--- src/rtl/ghostchip_scanout.sv ---
// Video scan-out for ghostchip: maps raster position to frame-buffer address with per-mode
// integer scaling and centring, then palettes the returned pixel behind a latency-matched delay.
module ghostchip_scanout #(
  parameter int unsigned H_ACTIVE = 256,
  parameter int unsigned V_ACTIVE = 240,
  parameter int unsigned SCALE_LO = 4,
  parameter int unsigned SCALE_HI = 2,
  parameter int unsigned RGB_W    = 3,
  parameter int unsigned VRAM_LAT = 1
) (
  input  logic             clk,
  input  logic             reset,
  input  logic             hires,
  input  logic [8:0]       hpos,
  input  logic [8:0]       vpos,
  input  logic             display_on,
  input  logic             hsync_in,
  input  logic             vsync_in,
  output logic [6:0]       vram_hpos,
  output logic [5:0]       vram_vpos,
  input  logic [1:0]       vram_pixel,
  input  logic             pal_we,
  input  logic [2:0]       pal_idx,
  input  logic [RGB_W-1:0] pal_data,
  output logic [RGB_W-1:0] rgb,
  output logic             hsync,
  output logic             vsync,
  output logic             frame_start
);

  localparam int unsigned XOFF_LO = (H_ACTIVE - 64 * SCALE_LO) / 2;
  localparam int unsigned XOFF_HI = (H_ACTIVE - 128 * SCALE_HI) / 2;
  localparam int unsigned YOFF_LO = (V_ACTIVE - 32 * SCALE_LO) / 2;
  localparam int unsigned YOFF_HI = (V_ACTIVE - 64 * SCALE_HI) / 2;

  logic       mode_q;
  logic       origin;
  logic       mode_cur;
  logic [9:0] hpos_w, vpos_w;
  logic [9:0] x_off, x_end, y_off, y_end;
  logic [7:0] s_m1;
  logic [6:0] w_m1;
  logic [5:0] h_m1;
  logic       in_box;

  logic [7:0] sx_q, sx_d, sy_q, sy_d;
  logic [6:0] col_q, col_d;
  logic [5:0] row_q, row_d;

  // Qualifier bundle: {in_box, display_on, hsync, vsync}
  logic [3:0] s0_q;
  logic [3:0] dly_q [VRAM_LAT];
  logic [3:0] tail;

  logic [RGB_W-1:0] pal_q [5];
  logic [RGB_W-1:0] rgb_d;

  assign origin = (hpos == 9'd0) && (vpos == 9'd0);
  // The origin cycle already belongs to the new frame, so it uses the incoming mode.
  assign mode_cur = origin ? hires : mode_q;
  assign hpos_w = {1'b0, hpos};
  assign vpos_w = {1'b0, vpos};

  always_comb begin
    x_off = 10'(XOFF_LO);
    x_end = 10'(XOFF_LO + 64 * SCALE_LO);
    y_off = 10'(YOFF_LO);
    y_end = 10'(YOFF_LO + 32 * SCALE_LO);
    s_m1  = 8'(SCALE_LO - 1);
    w_m1  = 7'd63;
    h_m1  = 6'd31;
    if (mode_cur) begin
      x_off = 10'(XOFF_HI);
      x_end = 10'(XOFF_HI + 128 * SCALE_HI);
      y_off = 10'(YOFF_HI);
      y_end = 10'(YOFF_HI + 64 * SCALE_HI);
      s_m1  = 8'(SCALE_HI - 1);
      w_m1  = 7'd127;
      h_m1  = 6'd63;
    end
  end

  assign in_box = (hpos_w >= x_off) && (hpos_w < x_end) && (vpos_w >= y_off) && (vpos_w < y_end);

  always_comb begin
    sx_d  = sx_q;
    col_d = col_q;
    sy_d  = sy_q;
    row_d = row_q;
    if (hpos_w == x_off) begin
      sx_d  = '0;
      col_d = '0;
    end else if (sx_q >= s_m1) begin
      sx_d  = '0;
      col_d = (col_q < w_m1) ? col_q + 7'd1 : w_m1;
    end else begin
      sx_d = sx_q + 8'd1;
    end
    if (hpos == 9'd0) begin
      if (vpos_w == y_off) begin
        sy_d  = '0;
        row_d = '0;
      end else if (sy_q >= s_m1) begin
        sy_d  = '0;
        row_d = (row_q < h_m1) ? row_q + 6'd1 : h_m1;
      end else begin
        sy_d = sy_q + 8'd1;
      end
    end
    // Saturate rather than wrap; also pulls stale hires addresses into lores range.
    if (col_d > w_m1) col_d = w_m1;
    if (row_d > h_m1) row_d = h_m1;
  end

  always_ff @(posedge clk or negedge reset) begin
    if (!reset) begin
      mode_q      <= 1'b0;
      frame_start <= 1'b0;
      sx_q        <= '0;
      col_q       <= '0;
      sy_q        <= '0;
      row_q       <= '0;
      s0_q        <= '0;
    end else begin
      if (origin) mode_q <= hires;
      frame_start <= origin;
      sx_q        <= sx_d;
      col_q       <= col_d;
      sy_q        <= sy_d;
      row_q       <= row_d;
      s0_q        <= {in_box, display_on, hsync_in, vsync_in};
    end
  end

  assign vram_hpos = col_q;
  assign vram_vpos = row_q;

  always_ff @(posedge clk or negedge reset) begin
    if (!reset) begin
      for (int unsigned i = 0; i < VRAM_LAT; i++) dly_q[i] <= '0;
    end else begin
      dly_q[0] <= s0_q;
      for (int unsigned i = 1; i < VRAM_LAT; i++) dly_q[i] <= dly_q[i-1];
    end
  end

  assign tail = dly_q[VRAM_LAT-1];

  always_ff @(posedge clk or negedge reset) begin
    if (!reset) begin
      for (int i = 0; i < 5; i++) pal_q[i] <= (i < 4) ? RGB_W'(i) : '0;
    end else begin
      for (int i = 0; i < 5; i++) begin
        if (pal_we && (pal_idx == 3'(i))) pal_q[i] <= pal_data;
      end
    end
  end

  always_comb begin
    rgb_d = '0;
    if (tail[2]) begin
      rgb_d = tail[3] ? pal_q[{1'b0, vram_pixel}] : pal_q[3'd4];
    end
  end

  always_ff @(posedge clk or negedge reset) begin
    if (!reset) begin
      rgb   <= '0;
      hsync <= 1'b0;
      vsync <= 1'b0;
    end else begin
      rgb   <= rgb_d;
      hsync <= tail[1];
      vsync <= tail[0];
    end
  end

endmodule

--- config.mk ---
export PLATFORM = sky130hd
export DESIGN_NAME = ghostchip_scanout
export DESIGN_NICKNAME = d
export VERILOG_FILES = /design/src/rtl/ghostchip_scanout.sv
export SDC_FILE = /design/constraint.sdc
export NUM_CORES = 1
export LEC_CHECK = 0
export ABC_AREA = 1
export CAP_MARGIN = 10
export CORE_MARGIN = 5
export CORE_UTILIZATION = 35
export CTS_CLUSTER_SIZE = 30
export DETAILED_ROUTE_END_ITERATION = 10
export PLACE_DENSITY_LB_ADDON = 0.05
export SETUP_SLACK_MARGIN = 0.15
export SLEW_MARGIN = 10
export SYNTH_ARGS = -nofsm -noshare
export SYNTH_HDL_FRONTEND = slang
export SYNTH_SLANG_ARGS = --single-unit
--- constraint.sdc ---
create_clock -name clk -period 3.1 [get_ports clk]
set_clock_uncertainty 0.05 [all_clocks]
set_input_delay 0.465 -clock clk [delete_from_list [all_inputs] [get_ports clk]]
set_output_delay 0.465 -clock clk [all_outputs]
set_load 0.03 [all_outputs]
Word-level counts from Yosys, hierarchy flattened
Cells that the tools add are included.
{"block": "word_totals", "regBits": 59, "inputBits": 33, "output_inout_bits": 19, "elab_cells": 72}
{"block": "op_classes", "add_sub_neg": 4, "order_cmp": 11, "eq_ne": 5, "muxes": 22, "bitwise_logic": 1, "reduce_logical": 13}
{"cell": "$mux 6", "count": 6}
{"cell": "$mux 7", "count": 5}
{"cell": "$mux 8", "count": 4}
{"cell": "$logic_not 9->1", "count": 2}
{"cell": "$add 8x1->8 const B", "count": 2}
{"cell": "$ge 8x8->1", "count": 2}
{"cell": "$mux 3", "count": 4}
{"cell": "$logic_not 10->1", "count": 1}
{"cell": "$bmux 3 s3", "count": 1}
{"cell": "$eq 9x6->1 const B", "count": 1}
{"cell": "$ge 9x1->1 const B", "count": 1}
{"cell": "$ge 9x6->1 const B", "count": 1}
{"cell": "$logic_and 1x1->1", "count": 9}
{"cell": "$lt 9x8->1 const B", "count": 1}
{"cell": "$lt 9x9->1 const B", "count": 1}
{"cell": "$add 7x1->7 const B", "count": 1}
{"cell": "$gt 7x7->1", "count": 1}
{"cell": "$lt 7x7->1", "count": 1}
{"cell": "$add 6x1->6 const B", "count": 1}
{"cell": "$eq 3x2->1 const B", "count": 2}
{"cell": "$gt 6x6->1", "count": 1}
{"cell": "$lt 6x6->1", "count": 1}
{"cell": "$ge 4x4->1 const B", "count": 1}
{"cell": "$not 2->4", "count": 1}
{"cell": "5 further kinds", "count": 5}

Logic depth before layout (Yosys ltp)
{"block": "logic_depth", "depth_word": 11, "depth_mapped": 22, "mapped_depth_nobuf": 22}

Least setup slack after synthesis
No wires, ideal clock.
{"block": "synth_path", "kind": "input-to-reg", "startpoint": "input port hpos[1]", "endpoint": "register col_q[0] (netlist: vram_hpos[0])", "setup_ns": 0.129, "arrival_ns": 2.731, "required_ns": 2.921, "setup_slack_ns": 0.190, "path_stages": 20, "path_buffers": 0, "cell_sequence": "nor2_1 -> nand3_2 -> nor2_4 -> nand3_2 -> o21ai_4 -> inv_1 -> ha_1 -> nand2_1 -> nor2_2 -> nand2_4 -> nand2_4 -> nand2_1 -> o21ai_0 -> a21oi_2 -> ha_1 -> inv_1 -> nor2_2 -> nand2_2 -> nand2_4 -> o21ai_0"}
{"block": "synth_via", "elab_chain_len": 10, "elab_cells_between_ends": 13, "classes_between": "3 x order compare; 7 x mux; 3 x reduce/logical"}
{"element": "start, declared", "line": "14", "text": "input logic [8:0] hpos,"}
{"element": "$logic_not 9->1 *", "line": "58", "text": "assign origin = (hpos == 9'd0) && (vpos == 9'd0);"}
{"element": "$logic_and 1x1->1 *", "line": "58"}
{"element": "$mux 1 *"}
{"element": "named net mode_cur", "line": "38", "text": "logic mode_cur;"}
{"element": "$mux 7", "line": "72", "text": "if (mode_cur) begin"}
{"element": "$lt 7x7->1", "line": "95", "text": "col_d = (col_q < w_m1) ? col_q + 7'd1 : w_m1;"}
{"element": "$mux 7", "line": "95"}
{"element": "$mux 7", "line": "93", "text": "end else if (sx_q >= s_m1) begin"}
{"element": "$mux 7", "line": "90", "text": "if (hpos_w == x_off) begin"}
{"element": "$gt 7x7->1", "line": "111", "text": "if (col_d > w_m1) col_d = w_m1;"}
{"element": "$mux 7 *", "line": "111"}
{"element": "named net col_d[0]", "line": "47", "text": "logic [6:0] col_q, col_d;"}
{"element": "end signal, assigned", "line": "128", "text": "col_q <= col_d;"}
{"element": "end, declared", "line": "47"}
Mark *: on every way through the listed nets, which the timed path passes. The rest lies on a longest branch.
A chain may end at the register's enable or synchronous reset.

Final worst setup path
{"block": "layout_path", "startpoint": "input port vpos[6]", "endpoint": "register s0_q[3]"}
{"block": "layout_via", "elab_chain_len": 3, "elab_cells_between_ends": 4, "classes_between": "2 x order compare; 2 x reduce/logical"}
{"element": "start, declared", "line": "15", "text": "input logic [8:0] vpos,"}
{"element": "$ge 9x6->1", "line": "83", "text": "assign in_box = (hpos_w >= x_off) && (hpos_w < x_end) && (vpos_w >= y_off) && (vpos_w < y_end);"}
{"element": "$logic_and 1x1->1", "line": "83"}
{"element": "$logic_and 1x1->1 *", "line": "83"}
{"element": "named net in_box", "line": "44", "text": "logic in_box;"}
{"element": "end signal, assigned", "line": "131", "text": "s0_q <= {in_box, display_on, hsync_in, vsync_in};"}
{"element": "end, declared", "line": "51", "text": "logic [3:0] s0_q;"}
Marks and branches as above.

==> summary.md <==
| Metric | Value |
|---|---|
| Yosys cell types | `38` |
| Syn Inst Count | `332` |
| Setup crit start | `vpos[6]` |
| P&R area growth vs syn | `45.4%` |
| Crit path max fanout | `2` |
| Nets | `480` |
| Share of cells above drive strength 1 | `0.253` |
| Top sig layer | `met4` |
| Io pins | `52` |
| CP max stage cell | `dlygate4sd2_1` |
| Initial antenna violation count | `0` |
| Initial core utilization | `0.356` |
| GR Overflow Total | `0` |
| Hold crit path type | `input pin to async pin` |
| GRT Total Usage | `0.145` |
| Setup slack at placement | `-280 ps` |
| Synth warn | `0` |
| Hold Vio Cnt, Final | `0` |
| Hold WS | `227 ps` |
| Post-route ant nets | `0` |
| Core area | `8130 um^2` |
| First-pass GRT wire length | `11600 um` |
| WP data arrival | `2980 ps` |
| Final period util | `0.912` |
| M1 WL | `3170 um` |
| Most common cell type on the critical path | `buf_4` |
| Syn avg cell area | `8.73 um^2` |
| Die Span X | `101 um` |
| Drt wl/cell | `12.3 um` |
| Row count | `33` |
| Status | `complete, no violations` |
| CTS Hold Bufs | `0` |
| Seq/Total Area, Yosys | `0.511` |
| Detailed-route via count | `2481` |
| Largest net degree at the start of global routing | `43` |
| Total Wirelength | `6740 um` |
| CP Launch Type | `input pin` |
| Main combinational cell family by area after synthesis | `simple AND/OR/NAND/NOR gates` |
| Mux cell area share after synthesis | `0.0104` |
| Root buf cell | `clkbuf_8` |
| H-tree level count | `3` |
| Max capacitance violation total | `0` |
| Power density over cell area | `688 nW/um^2` |
| Crit Reg-Reg Startpoint | `mode_q` |
| Compound-cell area share of the yosys netlist | `0.0945` |
| Critical path class | `input pin to flop` |
| Mapped Area | `2900 um^2` |
| Detailed Routing Iterations Pass 1 | `4` |
| Unrepaired setup endpoints after global routing | `false` |
| Post-synthesis adder-cell area fraction | `0.0388` |
| R2r setup slk | `850 ps` |
| DR WL met3 | `291 um` |
| Final max-slew violation count | `0` |
| Commonest non-fill, non-tap cells in the layout | `68 x nand2_1, 55 x dfrtp_1, 43 x buf_4, 37 x nor2_1, 36 x inv_1` |
| Cells on worst reg2reg path | `18` |
| Worst-path clk slew | `60 ps` |
| Via density | `4.53` |
| DIE AREA | `10200 um^2` |
| Max VDD drop | `0.310 mV` |
| PortBufs | `51` |
| TritonCTS sink count | `59` |
| Synthesized flop and latch total | `59` |
| First DRT Iteration DRCs | `46` |
| Vias in the first global route | `2523` |
| CTS tree | `yes` |
| Met2 Wirelength | `3180 um` |
| Maximum clock frequency | `0.354 GHz` |
| Req. time, crit path | `3260 ps` |
| Residual DRC | `0` |
| Die Y | `101 um` |
| Antenna Cells | `0` |
| Pleak | `2.19 nW` |
| Crit path to | `s0_q[3]` |
| Slowest stage delay, CP | `190 ps` |
| Commonest non-fill, non-tap cell in the layout | `nand2_1` |
| Clk buf depth | `2` |
| Max_slew headroom | `0.387` |
| Post-Synth Simple-Gate Area | `0.267` |
| Setup crit end kind | `flop` |
| Post-layout min period | `2830 ps` |
| Crit path cell chain | `dlygate4sd2_1 -> inv_1 -> buf_4 -> buf_4 -> buf_4 -> buf_4 -> buf_4 -> buf_4 -> buf_4 -> buf_4 -> buf_4 -> buf_4 -> buf_4 -> buf_4 -> buf_4 -> buf_4 -> buf_4 -> buf_4 -> buf_4 -> nand2_2 -> a211oi_2 -> o21a_1` |
| PnR worst setup slack | `272 ps` |
| Worst slew pin tran | `920 ps` |
| DPL Wire Length | `4650 um` |
| XOR/XNOR Fraction of Synth Area | `0.0151` |
| GP Congestion | `0.797` |
| Worst-Skew Late Latency | `320 ps` |
| CTS buffer count | `9` |
| Endpoints failing setup | `0` |
| Worst r2r dst | `vram_hpos[6]` |
## worst min path at each step
stage	start	end	slack, ps	depth (start not counted)
6_report	reset	pal_q[1]	230	1
5_1_grt	reset	pal_q[1]	300	1
4_1_cts	reset	dly_q[2]	260	1
3_5_place_dp	s0_q[1]	dly_q[1]	280	0
3_3_place_gp	s0_q[1]	dly_q[1]	280	0
2_1_floorplan	reset	dly_q[0]	120	0
## synthesized netlist by cell type, drive strengths merged
cell type  count  area, um^2
nand2         83         344
dfrtp         55        1380
nor2          47         211
inv           42         158
o21ai         30         161
nand3         21         130
ha             9         113
a21oi          4        23.8
dfstp          4         105
nand3b         4        30.0
nor3           4        25.0
mux2i          3        30.0
nand4          3        18.8
o221ai         3        26.3
xor2           3        26.3
a22oi          2        15.0
buf            2        15.0
clkbuf         2        7.51
o21a           2        15.0
xnor2          2        17.5
a211oi         1        7.51
a22o           1        8.76
a32o           1        10.0
conb           1        3.75
nor3b          1        7.51
o22ai          1        6.26
or2            1        6.26
## routing by layer
layer,global-route usage,vias to the layer above
met4,0.0573,0
li1,-,1275
met2,0.226,51
met3,0.0408,8
met1,0.189,1147
met5,0,-
## stage by stage
step / utilization / TNS, ps / total power [W] / cell area, um^2 / std cells
floorplan: - / 0 / 0.00157 / 2910 / 336
global placement: 0.455 / -1380 / 0.00191 / 3700 / 511
detailed placement: 0.455 / -1790 / 0.00191 / 3700 / 511
CTS: 0.511 / 0 / 0.00287 / 4160 / 547
global route: 0.518 / 0 / 0.00309 / 4220 / 548
finish: 0.518 / 0 / 0.00290 / 4220 / 548
## flip-flops by register name (all words and copies together) (netlist names)
| signal | count |
|---|---|
| frame_start | 1 |
| dly_q | 4 |
| sx_q | 8 |
| rgb | 3 |
| sy_q | 8 |
| pal_q | 15 |
| mode_q | 1 |
| vram_hpos | 7 |
| s0_q | 4 |
| vram_vpos | 6 |
| vsync | 1 |
| hsync | 1 |
## layout make-up
class	count	area, um^2
clock inverter	5	100
multi-input combinational	231	1350
tap	105	131
timing repair buffer	95	850
fill	746	3920
sequential	59	1480
clock buffer	11	141
inverter	42	158
## critical path: cells and delay by family
kind                   cells  cell delay (ps)
buffers and inverters     19             2290
AO/OA/AOI/OAI              2              170
AND/OR/NAND/NOR            1               70
## report_power, final
| group | internal [W] | switching, W |
|---|---|---|
| combinational | 0.000506 | 0.000563 |
| sequential | 0.000881 | 0.000105 |
| clock | 0.000554 | 0.000294 |
| total | 0.00194 | 0.000961 |
## cell families (layout without fill, tap and decap cells)
family                   after synthesis  count (layout)
XOR/XNOR                               5               5
buffers and inverters                 46             153
multiplexers                           3               3
AND/OR/NAND/NOR                      164             164
other                                  1               5
adder cells (fa/ha/maj)                9               9
AO/OA/AOI/OAI                         45              45
flip-flops                            59              59
## repair_timing
item                                    in CTS  in global routing
gates resized for setup                     27                 20
pin swaps                                   20                 21
endpoints found under the setup margin       7                  7
buffers inserted                            20                  1
Power figures use the tool's default switching activity.
